## src/rtl/if_stage_ctrl.sv

```systemverilog
// Fetch-stage sequencing controller: PC / IF/ID enables, flush and bubble controls,
// plus saturating stall and redirect counters.
module if_stage_ctrl #(
  parameter int REG_W = 5,
  parameter int CNT_W = 16
) (
  input  logic             clk,
  input  logic             rst_n,
  input  logic             pc_src,
  input  logic             imem_ready,
  input  logic             id_ex_mem_read,
  input  logic [REG_W-1:0] id_ex_rt,
  input  logic [REG_W-1:0] if_id_rs,
  input  logic [REG_W-1:0] if_id_rt,
  output logic             pc_write,
  output logic             if_id_write,
  output logic             if_id_flush,
  output logic             id_ex_flush,
  output logic             ex_mem_flush,
  output logic             ctrl_bubble,
  output logic [1:0]       state,
  output logic [CNT_W-1:0] stall_cnt,
  output logic [CNT_W-1:0] flush_cnt
);

  typedef enum logic [1:0] {
    BOOT    = 2'd0,
    RUN     = 2'd1,
    WAIT    = 2'd2,
    DISCARD = 2'd3
  } state_t;

  state_t           state_reg, state_next;
  logic [CNT_W-1:0] stall_cnt_reg, flush_cnt_reg;
  logic             stall_inc, flush_inc;
  logic             load_use;

  assign load_use = id_ex_mem_read && (id_ex_rt != '0) &&
                    ((id_ex_rt == if_id_rs) || (id_ex_rt == if_id_rt));

  always_ff @(posedge clk or negedge rst_n) begin
    if (!rst_n) begin
      state_reg     <= BOOT;
      stall_cnt_reg <= '0;
      flush_cnt_reg <= '0;
    end else begin
      state_reg <= state_next;
      if (stall_inc && (stall_cnt_reg != '1))
        stall_cnt_reg <= stall_cnt_reg + CNT_W'(1);
      if (flush_inc && (flush_cnt_reg != '1))
        flush_cnt_reg <= flush_cnt_reg + CNT_W'(1);
    end
  end

  always_comb begin
    state_next   = state_reg;
    pc_write     = 1'b0;
    if_id_write  = 1'b0;
    if_id_flush  = 1'b0;
    id_ex_flush  = 1'b0;
    ex_mem_flush = 1'b0;
    ctrl_bubble  = 1'b0;
    stall_inc    = 1'b0;
    flush_inc    = 1'b0;

    case (state_reg)
      BOOT: begin
        if_id_flush = 1'b1;
        ctrl_bubble = 1'b1;
        state_next  = RUN;
      end
      RUN, WAIT: begin
        if (pc_src) begin
          // Redirect beats every stall; a pending fetch of the old address must be dropped.
          pc_write     = 1'b1;
          if_id_flush  = 1'b1;
          id_ex_flush  = 1'b1;
          ex_mem_flush = 1'b1;
          ctrl_bubble  = 1'b1;
          flush_inc    = 1'b1;
          state_next   = imem_ready ? RUN : DISCARD;
        end else if (!imem_ready) begin
          ctrl_bubble = 1'b1;
          stall_inc   = 1'b1;
          state_next  = WAIT;
        end else if (load_use) begin
          ctrl_bubble = 1'b1;
          stall_inc   = 1'b1;
          state_next  = RUN;
        end else begin
          pc_write    = 1'b1;
          if_id_write = 1'b1;
          state_next  = RUN;
        end
      end
      DISCARD: begin
        // pc_src is ignored here: EX/MEM was already flushed by the redirect.
        if_id_flush = 1'b1;
        ctrl_bubble = 1'b1;
        stall_inc   = 1'b1;
        state_next  = imem_ready ? RUN : DISCARD;
      end
      default: state_next = BOOT;
    endcase

    if (!rst_n) begin
      pc_write     = 1'b0;
      if_id_write  = 1'b0;
      if_id_flush  = 1'b1;
      id_ex_flush  = 1'b1;
      ex_mem_flush = 1'b1;
      ctrl_bubble  = 1'b1;
      stall_inc    = 1'b0;
      flush_inc    = 1'b0;
    end
  end

  assign state     = state_reg;
  assign stall_cnt = stall_cnt_reg;
  assign flush_cnt = flush_cnt_reg;

endmodule

```

## config.mk

```make
export PLATFORM = sky130hd
export DESIGN_NAME = if_stage_ctrl
export DESIGN_NICKNAME = d
export VERILOG_FILES = /design/src/rtl/if_stage_ctrl.sv
export SDC_FILE = /design/constraint.sdc
export NUM_CORES = 1
export LEC_CHECK = 0
export CAP_MARGIN = 25
export CORE_MARGIN = 2
export CORE_UTILIZATION = 45
export CTS_CLUSTER_SIZE = 16
export DETAILED_ROUTE_END_ITERATION = 8
export DONT_BUFFER_PORTS = 1
export PLACE_DENSITY = 0.59
export SLEW_MARGIN = 20
export SYNTH_ARGS = -nofsm -noshare
export SYNTH_HDL_FRONTEND = slang
export SYNTH_SLANG_ARGS = --single-unit
```

## constraint.sdc

```tcl
create_clock -name clk -period 2 [get_ports clk]
set_input_delay 0.2 -clock clk [delete_from_list [all_inputs] [get_ports clk]]
set_output_delay 0.2 -clock clk [all_outputs]
set_load 0.02 [all_outputs]
```

==> flow_metrics.py <==
metrics = {
    "worst_setup_path": {
        "end_kind": "register",
        "start_kind": "register",
        "critPathLaunch": "state[1]",
        "rr_startpoint": "state[1]",
        "required_ns": 2.18,
        "path_max_fanout": 11,
        "criticalPathCategory": "reg2reg",
        "cp_data_arrival_time_ns": 2.09,
        "regToRegSetupSlack_ns": 0.09,
    },
    "clocking": {
        "cts.sinks": 34,
        "path_clk_slew_ns": 0.07,
        "cts_tree": "yes",
        "cts_buffers": 5,
        "cts_max_path_buffers": 2,
        "root_buffer": "clkbuf_8",
        "htree_num_levels": 2,
        "clock_latency_ns": 0.29,
        "post-cts-setup-buffers": 0,
    },
    "routing": {
        "firstDrtPassIters": 3,
        "drc_errors": 0,
        "drtIter0Drc": 60,
        "viasPerCell": 5.25,
        "routedWlPerCell_um": 13.9,
        "postRouteWirelength_um": 3750,
        "dr_total_vias": 1413,
        "detail-route-antenna-nets": 0,
    },
    "cells_and_area": {
        "diodes": 0,
        "fin_nets": 242,
        "final_area_um2": 2320,
        "multi_input_area_um2": 976,
        "fillCellCount": 349,
        "seq_area_um2": 856,
        "post-route-util": 0.585,
        "drive_above_1_share": 0.311,
        "fin_cells": 269,
        "area_growth_pct": 26.9,
    },
    "place": {
        "place.gp.congestion": 0.774,
        "dpl.cell_count": 258,
        "dpl.hpwl_um": 2840,
        "place_area_um2": 2170,
        "io_buffers": 0,
    },
    "yosys": {
        "ys_ff_latch": 34,
        "synth_cell_types": 35,
        "synth_top_cell_by_area": "dfrtp_1",
        "synth_cells": 176,
        "syn_area_um2": 1830,
        "syn_area_per_cell_um2": 10.4,
        "netlist_top_cells_area": "dfrtp_1, xnor2_1, nand3_1",
        "syn_nets": 200,
        "synth_top_area_share": 0.465,
        "yosys_warnings": 0,
        "yosysSeqAreaShare": 0.465,
    },
    "timing": {
        "finalCritPeriodShare": 0.957,
        "finClkSkew_ns": 0.00830,
        "fmax_ghz": 0.523,
        "drv_slew": 0,
        "period_minus_slack_ns": 1.91,
        "worst_slew_pin_slew_ns": 0.378,
        "hold_violations": 0,
        "finalSetupViolCount": 0,
        "relSlewSlack": 0.748,
        "rsz0062_at_grt": "true",
    },
    "global_route": {
        "grt_usage": 0.181,
        "grt_pass1_wl_um": 6140,
        "grt_pass1_vias": 1454,
        "grt-ovfl-total": 0,
        "grt_antenna_before_repair": 0,
        "grt_max_degree": 35,
    },
    "power": {
        "power_leakage_nw": 1.05,
        "ir_drop_v": 0.000581,
        "p_per_area_nw_per_um2": 1030,
        "total_power_mw": 2.39,
    },
    "floorplanning": {
        "row_count": 23,
        "core_um2": 3970,
        "die_y_um": 67.8,
        "die_w_um": 67.8,
        "die_area_um2": 4590,
        "initial_core_util": 0.461,
        "num_io_pins": 60,
    },
    "min_path": {
        "hold_path_startpoint": "imem_ready",
        "hp-class": "in2reg",
    },
    "job": {
        "maxCapViolCount": 0,
    },
    "outcome": {
        "status": "completed",
    },
}
## layout make-up
| cell class | count | share of cell area |
|---|---|---|
| timing repair buffer | 38 | 0.136 |
| clock inverter | 2 | 0.00539 |
| multi-input combinational | 134 | 0.420 |
| tap | 50 | 0.0269 |
| clock buffer | 6 | 0.0355 |
| inverter | 5 | 0.00808 |
| sequential | 34 | 0.368 |
## Yosys cell counts
cell      count
mux2_2        3
and3_1        4
xnor2_1      32
a22o_2        1
xor2_1        6
nor3_1        1
or3_1         1
or2_2         1
o21ai_0       2
and2_0        1
and3_4        1
or4_1         1
o31a_1        1
a41oi_4       1
a41oi_1       1
and4_1        5
a211oi_1      1
a21oi_2       1
nand3_1      16
buf_4         1
o22ai_1       1
buf_2         1
buf_6         1
nand2b_1      5
and2_1        3
dfrtp_1      34
ha_1          4
o21ai_2       1
nor2_1       11
nand2_1      19
and4_4        2
nor2b_1       1
nand4_1       5
a21oi_1       2
inv_1         5
## per-layer routing
| layer | part of all wire | global-route usage | vias to the layer above |
|---|---|---|---|
| met5 | 0 | 0 | - |
| met4 | 0.017 | 0.0825 | 0 |
| met3 | 0.074 | 0.0650 | 6 |
| met2 | 0.47 | 0.294 | 51 |
| met1 | 0.44 | 0.212 | 670 |
| li1 | - | - | 686 |
## worst paths after layout
kind / endpoint / cells past startpoint
setup / recovery: stall_cnt[6] / 9
hold / removal: state[0] / 2
setup reg to reg: stall_cnt[6] / 9
hold reg to reg: stall_cnt[10] / 2
max in group asynchronous: flush_cnt[0] / 2
min in group asynchronous: flush_cnt[13] / 2
## power breakdown
group | total (mW) | internal [mW] | switching (mW)
logic | 0.996 | 0.443 | 0.553
clock network | 0.523 | 0.276 | 0.247
registers | 0.872 | 0.807 | 0.0653
## repair_timing
item,CTS,global route
hold endpoints to repair,35,0
resized for setup,0,6
hold buffers,3,0
setup endpoints to repair,0,15
## critical path, cell delays in order, from the launching register on
cell and delay [ns]:
dfrtp_2 0.38, inv_2 0.05, ha_4 0.26, nor2_2 0.04, or3_4 0.36, a211oi_2 0.14, a22o_2 0.19, buf_12 0.13
nand4_1 0.11, xnor2_1 0.13
## cell usage in the layout, fill, tap and decap left out, drive strengths merged, types with 6 or more instances in the layout
cell type	n
nor2	11
dfrtp	34
xnor2	32
nand3	16
and4	7
nand2	19
clkbuf	6
buf	36
xor2	6
## cell families after synthesis
kind of cell | synth area share
adders and majority gates | 0.0273
muxes | 0.0185
xor gates and xnor gates | 0.182
buffers and inverters | 0.0232
DFF | 0.465
AOI/OAI and AO/OA | 0.0581
and+or+nand+nor | 0.226
## stage by stage
step | setup TNS, ns | hold slack (ns) | setup WS [ns]
after floorplan | 0 | -0.0956 | 0.00675
after global placement | 0 | -0.0948 | 0.0745
after detailed placement | 0 | -0.0948 | 0.0388
after CTS | 0 | 0.0634 | 0.0367
after global routing | -0.109 | 0.0679 | -0.0270
final | 0 | 0.0645 | 0.0867
(Power assumes the default switching activity.)
